File: src/rtl/cnn_pkg.sv
// Shared definitions for the CNN output-stage blocks: row-phase state
// encodings and an unsigned max helper.
package cnn_pkg;

  // Widest pixel the max helper handles; callers zero-extend into it.
  localparam int CNN_MAX_DW = 64;

  // Row phase of the 2x2 pooling window.
  typedef enum logic {
    S_ROW_EVEN = 1'b0,
    S_ROW_ODD  = 1'b1
  } row_state_e;

  // Unsigned max; inputs are post-ReLU so no sign handling is wanted.
  function automatic logic [CNN_MAX_DW-1:0] max_u(input logic [CNN_MAX_DW-1:0] a,
                                                  input logic [CNN_MAX_DW-1:0] b);
    return (a > b) ? a : b;
  endfunction

endpackage

File: src/rtl/pool_line_buf.sv
// Half-line buffer holding the horizontal pair maxima of the even row.
// Read is combinational; a block-RAM version would need the read issued
// one beat earlier (on the even-column beat).
module pool_line_buf #(
  parameter int DEPTH = 32,
  parameter int AW    = 5,
  parameter int DW    = 24
) (
  input  logic          CLK,
  input  logic          we,
  input  logic [AW-1:0] waddr,
  input  logic [DW-1:0] wdata,
  input  logic [AW-1:0] raddr,
  output logic [DW-1:0] rdata
);

  logic [DW-1:0] mem [DEPTH];

  // Write port; contents are never reset since each even row refills them.
  always_ff @(posedge CLK) begin
    if (we) mem[waddr] <= wdata;
  end

  assign rdata = mem[raddr];

endmodule

File: src/rtl/conv_out_maxpool_2x2.sv
// 2x2 stride-2 max pooling on the conv core output stream. Even rows store
// pair maxima in a half-line buffer; odd rows combine them with the current
// pair and emit one pooled pixel per two input columns, with framing flags.
module conv_out_maxpool_2x2
  import cnn_pkg::*;
#(
  parameter int P_WIDTH  = 64,
  parameter int P_HEIGHT = 64,
  parameter int P_WCNT_W = 6,
  parameter int P_HCNT_W = 6,
  parameter int DW       = 24
) (
  input  logic          CLK,
  input  logic          RSTn,
  input  logic          DIN_VALID,
  input  logic [DW-1:0] DIN,
  input  logic          DIN_LAST_IN_LINE,
  input  logic          DIN_LAST_PIX,
  output logic [DW-1:0] DOUT,
  output logic          DOUT_VALID,
  output logic          DOUT_LAST_IN_LINE,
  output logic          DOUT_LAST_PIX,
  output logic          LAST_PIX_OUT,
  output logic          ERR
);

  localparam int AW = P_WCNT_W - 1;

  row_state_e            state_reg, state_next;
  logic [P_WCNT_W-1:0]   h_cnt_reg, h_cnt_next;
  logic [P_HCNT_W-1:0]   v_cnt_reg, v_cnt_next;
  logic [DW-1:0]         hold_reg;
  logic [DW-1:0]         dout_reg;
  logic                  dout_valid_reg, dout_lil_reg, dout_lp_reg, err_reg;

  logic                  last_col, last_row, odd_col, line_end, framing_bad;
  logic                  lb_we, pool_fire;
  logic [DW-1:0]         pair_max, quad_max, lb_rdata;

  assign last_col = (h_cnt_reg == P_WCNT_W'(P_WIDTH - 1));
  assign last_row = (v_cnt_reg == P_HCNT_W'(P_HEIGHT - 1));
  assign odd_col  = h_cnt_reg[0];
  // A flagged line end resyncs early; a missing flag is ignored and the
  // column counter still closes the line on its own.
  assign line_end = DIN_LAST_IN_LINE || last_col;
  assign framing_bad = (DIN_LAST_IN_LINE != last_col) ||
                       (DIN_LAST_PIX != (last_col && last_row));

  assign pair_max = DW'(max_u(CNN_MAX_DW'(hold_reg), CNN_MAX_DW'(DIN)));
  assign quad_max = DW'(max_u(CNN_MAX_DW'(pair_max), CNN_MAX_DW'(lb_rdata)));

  pool_line_buf #(
    .DEPTH (P_WIDTH / 2),
    .AW    (AW),
    .DW    (DW)
  ) u_line_buf (
    .CLK   (CLK),
    .we    (lb_we),
    .waddr (h_cnt_reg[P_WCNT_W-1:1]),
    .wdata (pair_max),
    .raddr (h_cnt_reg[P_WCNT_W-1:1]),
    .rdata (lb_rdata)
  );

  // Row-phase state register.
  always_ff @(posedge CLK) begin
    if (!RSTn) state_reg <= S_ROW_EVEN;
    else       state_reg <= state_next;
  end

  // Next row phase: toggles at each line end, frame end forces the even row.
  always_comb begin
    state_next = state_reg;
    if (DIN_VALID) begin
      if (DIN_LAST_PIX) begin
        state_next = S_ROW_EVEN;
      end else if (line_end) begin
        if (last_row)                     state_next = S_ROW_EVEN;
        else if (state_reg == S_ROW_EVEN) state_next = S_ROW_ODD;
        else                              state_next = S_ROW_EVEN;
      end
    end
  end

  // Phase-dependent actions on odd-column beats: store or emit.
  always_comb begin
    lb_we     = 1'b0;
    pool_fire = 1'b0;
    if (DIN_VALID && odd_col) begin
      if (state_reg == S_ROW_EVEN) lb_we     = 1'b1;
      else                         pool_fire = 1'b1;
    end
  end

  // Column/row counter successors, including resync on upstream flags.
  always_comb begin
    h_cnt_next = h_cnt_reg;
    v_cnt_next = v_cnt_reg;
    if (DIN_VALID) begin
      if (DIN_LAST_PIX) begin
        h_cnt_next = '0;
        v_cnt_next = '0;
      end else if (line_end) begin
        h_cnt_next = '0;
        v_cnt_next = last_row ? '0 : v_cnt_reg + P_HCNT_W'(1);
      end else begin
        h_cnt_next = h_cnt_reg + P_WCNT_W'(1);
      end
    end
  end

  // Counters, even-column hold register and sticky framing error.
  always_ff @(posedge CLK) begin
    if (!RSTn) begin
      h_cnt_reg <= '0;
      v_cnt_reg <= '0;
      hold_reg  <= '0;
      err_reg   <= 1'b0;
    end else begin
      h_cnt_reg <= h_cnt_next;
      v_cnt_reg <= v_cnt_next;
      if (DIN_VALID && !odd_col) hold_reg <= DIN;
      if (DIN_VALID && framing_bad) err_reg <= 1'b1;
    end
  end

  // Output register: pooled pixel plus framing, one cycle after the beat.
  always_ff @(posedge CLK) begin
    if (!RSTn) begin
      dout_reg       <= '0;
      dout_valid_reg <= 1'b0;
      dout_lil_reg   <= 1'b0;
      dout_lp_reg    <= 1'b0;
    end else begin
      dout_valid_reg <= pool_fire;
      dout_lil_reg   <= pool_fire && last_col;
      dout_lp_reg    <= pool_fire && last_col && last_row;
      if (pool_fire) dout_reg <= quad_max;
    end
  end

  assign DOUT              = dout_reg;
  assign DOUT_VALID        = dout_valid_reg;
  assign DOUT_LAST_IN_LINE = dout_lil_reg;
  assign DOUT_LAST_PIX     = dout_lp_reg;
  assign LAST_PIX_OUT      = dout_lp_reg;
  assign ERR               = err_reg;

endmodule
File: config.mk
export PLATFORM = sky130hd
export DESIGN_NAME = conv_out_maxpool_2x2
export DESIGN_NICKNAME = d
export VERILOG_FILES = /design/src/rtl/cnn_pkg.sv /design/src/rtl/pool_line_buf.sv /design/src/rtl/conv_out_maxpool_2x2.sv
export SDC_FILE = /design/constraint.sdc
export NUM_CORES = 1
export LEC_CHECK = 0
export CAP_MARGIN = 25
export CORE_UTILIZATION = 47
export DETAILED_ROUTE_END_ITERATION = 10
export DONT_BUFFER_PORTS = 1
export PLACE_DENSITY = 0.59
export SLEW_MARGIN = 25
export SYNTH_ARGS = -nofsm -noshare
export SYNTH_HDL_FRONTEND = slang
export SYNTH_SLANG_ARGS = --single-unit
File: constraint.sdc
create_clock -name CLK -period 5.5 [get_ports CLK]
set_input_delay 1.1 -clock CLK [delete_from_list [all_inputs] [get_ports CLK]]
set_output_delay 1.1 -clock CLK [all_outputs]
set_load 0.005 [all_outputs]
==> flow_results.org <==
** Outcome
- Result of the run :: completed

** Routing
- Final wirelength :: 76000 um
- After detailed routing, the number of remaining DRC violations is 0.
- Post-detailed-route via-to-cell ratio :: 5.82
- Pre-antenna DRT Iters :: 5
- In the final routed layout, each cell accounts on average for 25.1 um.
- Total number of vias :: 17600
- First-iteration detailed-routing DRC count :: 1478
- In this run the remaining antenna-violating nets after routing total 0.

** Clock tree
- TritonCTS built the clock tree.
- Clock tree root buffer cell :: sky130_fd_sc_hd__clkbuf_16
- The later pin in the worst-skew pair is clocked with a latency of 620 ps.
- Num CTS Buffers :: 81
- Total number of clock tree sinks :: 838
- Hold repair after CTS inserted 0 buffers.
- After clock tree synthesis, the clock-pin slew on the worst setup and hold paths is 60 ps.
- Max Buffers Root-to-Sink :: 3
- After clock tree synthesis, the setup repair step added 0 buffers.
- The H-tree was split into 3 levels.
- Post-CTS resize count :: 0

** Critical path
- Internal reg-to-reg setup slack :: 750 ps
- Walking the worst path, the cells encountered are inv_1, ha_1, a21oi_1, nor2_1, a211oi_1, o211ai_1, o21ai_2, mux2i_1, inv_1, ha_1, nand4_1, nor4_4, nand2_1, o211a_1, a21bo_1, buf_4, a32oi_1, o21ai_1.
- The worst setup path is of the in2reg kind.
- STA classifies the critical path startpoint as a primary input.
- STA puts the critical path data required time at 6000 ps.
- Crit end category :: flop
- Maximum fanout encountered on the critical timing path :: 13
- Data arrival, critical path :: 5250 ps
- Largest incremental delay on the critical path :: 600 ps
- Max stage delay cell, worst path :: sky130_fd_sc_hd__o21ai_2

** Timing
- In the finished design, the share of the clock period the worst path needs comes to 86.4%.
- Number of failing setup endpoints in the final timing report :: 0
- Max_slew headroom :: 33.6%
- Final Slew Violations :: 0
- Worst Tran Pin Value :: 992 ps
- Setup repair after global routing missed its margin :: false
- Sum of negative setup slack :: 0 ps
- Number of hold violations in the final report :: 0
- Static timing analysis puts the maximum clock frequency at 0.211 GHz.
- Clock skew on the completed layout was measured at 20.9 ps.
- After layout, the minimum clock period comes to 4750 ps.

** Placement
- After legalization and detailed placement, the total HPWL measured 47100 um.
- Once placement completed, the tool counted placed cells totaling 2878.
- Port buffering added 0 buffers.
- Final Wtd Congestion :: 0.829

** Layout
- Final #Nets :: 2102
- Fraction of layout instances using a drive strength above 1 :: 17.6%
- Most common cell after layout, fill and taps aside :: sky130_fd_sc_hd__edfxtp_1
- Area added between synthesis and finish :: 12.2%
- Fill cells in the final layout number 5531.
- The finished layout holds 3027 standard cells, fillers aside.
- In the layout the commonest cells are 768 x sky130_fd_sc_hd__edfxtp_1, 194 x sky130_fd_sc_hd__mux2i_1, 117 x sky130_fd_sc_hd__nand2_1.
- Max reg flops :: 768
- 0 antenna diodes ended up in the layout.

** Yosys
- Yosys printed 0 warnings.
- Portion of synthesized cell area occupied by the leading cell type :: 68.5%
- Post-synthesis instance area :: 0.0337 sq mm
- Among all flip-flop cells after synthesis, the most frequent one is sky130_fd_sc_hd__edfxtp_1.
- The number of nets handed over by synthesis was 2033.
- Yosys cell types :: 57
- Post-Syn Instances :: 1953
- Synthesis inferred 838 register bits.
- Post-synth ARST share :: 0%
- A synthesized cell averages 17.2 sq um.
- Sequential share of the synthesized area :: 72.6%
- Cell accounting for the most synthesized area :: sky130_fd_sc_hd__edfxtp_1
- Count of flip-flops with a built-in enable after synthesis :: 768
- Biggest area contributors in the synthesized netlist :: sky130_fd_sc_hd__edfxtp_1 68%, sky130_fd_sc_hd__mux4_2 6.4%, sky130_fd_sc_hd__mux2i_1 5.8%

** Floorplanning
- Width of the die :: 270 um
- The floorplan step defined a core boundary enclosing 0.0705 sq mm.
- The floorplan step defined a die boundary enclosing 0.0727 sq mm.
- Die Y :: 270 um
- In this run the count of I/O pins placed on the die edge is 58.
- Once the floorplan was initialized, standard cells occupied 47.8% of the core.
- FP Rows :: 97

** Global routing
- Combined global-route utilization of all metal layers :: 21.0%
- Summed over all layers, the global routing overflow is 0.
- Initial antenna violation count :: 0
- The number of global-route vias before repair is 17700.
- Maximum number of pins on one net before global-route repair :: 73
- The first global-routing pass estimated 114000 um of wire.

** Flow run
- Max-cap violations :: 0

** Power and ir drop
- In this run the power density over the cells is 347 mW/mm^2.
- Summed over all cells, the static leakage comes to 12.1 nW.
- VDD sags by at most 286 uV.

** Hold path
- Type of the worst min-delay path :: reg2reg
[metal layers]
layer	track usage (%)	routed length (um)	vias to the layer above
met2	33.0	35700	503
met4	5.70	1400	0
met5	0	0	-
met3	4.44	5250	91
li1	-	-	7903
met1	29.8	33700	9111
[path summary, 6_finish.rpt]
path | from | to | depth (start not counted)
max | DIN[17] | DOUT[5] | 18
min | hold_reg[4] | hold_reg[4] | 2
max reg2reg | flop | DOUT[5] | 15
min reg2reg | hold_reg[4] | hold_reg[4] | 2
[cell type report]
class / count / area, sq um / area share, %
tap: 940 / 1180 / 3.11
timing repair buffer: 92 / 773 / 2.05
inverter: 78 / 293 / 0.775
clock inverter: 42 / 460 / 1.22
sequential: 838 / 24500 / 64.8
clock buffer: 106 / 2220 / 5.87
multi-input combinational: 931 / 8390 / 22.2
[logic make-up after synthesis]
logic type      synth area share (%)
fa+ha+maj                       1.89
mux                             12.2
flops                           72.6
xor+xnor                       0.130
buf+inv                         2.76
compound gates                  6.23
simple gates                    4.17
[report_power, final]
part,leakage (nW),total (mW),internal [mW],switching [mW]
clock,1.29,5.59,3.31,2.28
combinational,3.29,0.467,0.131,0.337
sequential,7.49,7.07,7.05,0.0162
[synthesized netlist by cell type (3+ instances only)]
library cell and number:
sky130_fd_sc_hd__a32oi_1 24, sky130_fd_sc_hd__nor2_1 66, sky130_fd_sc_hd__a21oi_1 51, sky130_fd_sc_hd__o41ai_1 17, sky130_fd_sc_hd__dfxtp_1 70, sky130_fd_sc_hd__clkbuf_1 42
sky130_fd_sc_hd__nor2b_1 25, sky130_fd_sc_hd__nand3_1 12, sky130_fd_sc_hd__edfxtp_1 768, sky130_fd_sc_hd__nand3b_1 4, sky130_fd_sc_hd__buf_6 17, sky130_fd_sc_hd__buf_2 24
sky130_fd_sc_hd__o21ai_1 24, sky130_fd_sc_hd__ha_1 51, sky130_fd_sc_hd__nand4_1 36, sky130_fd_sc_hd__mux2i_1 194, sky130_fd_sc_hd__o21ai_0 11, sky130_fd_sc_hd__o22ai_1 26
sky130_fd_sc_hd__mux4_2 96, sky130_fd_sc_hd__nand2_1 117, sky130_fd_sc_hd__o22a_1 23, sky130_fd_sc_hd__o41ai_2 6, sky130_fd_sc_hd__inv_1 76, sky130_fd_sc_hd__a211oi_1 27
sky130_fd_sc_hd__nand2b_1 5, sky130_fd_sc_hd__a22oi_1 73, sky130_fd_sc_hd__nor3_1 4, sky130_fd_sc_hd__nor2_2 4, sky130_fd_sc_hd__buf_4 22, sky130_fd_sc_hd__xor2_1 4
sky130_fd_sc_hd__or2_2 3
[metrics by stage]
| stage | utilization [%] | area [sq um] | total power, mW | setup slack, ps | hold WS (ps) |
|---|---|---|---|---|---|
| after global placement | 49.8 | 35100 | 7.65 | 310 | 461 |
| after detailed placement | 49.8 | 35100 | 7.67 | 232 | 471 |
| after global routing | 53.6 | 37800 | 13.5 | 378 | 503 |
| after floorplan | - | 33700 | 7.49 | 660 | 442 |
| final | 53.6 | 37800 | 13.1 | 751 | 475 |
| after CTS | 53.6 | 37800 | 13.2 | 763 | 479 |
[critical path, delay by kind of cell]
kind | cells | cell delay [ps]
mux | 1 | 410
fa+ha+maj | 2 | 650
buf+inv | 3 | 400
simple gates | 4 | 820
compound gates | 8 | 1850
No activity file was read; power rests on OpenSTA's default activity.
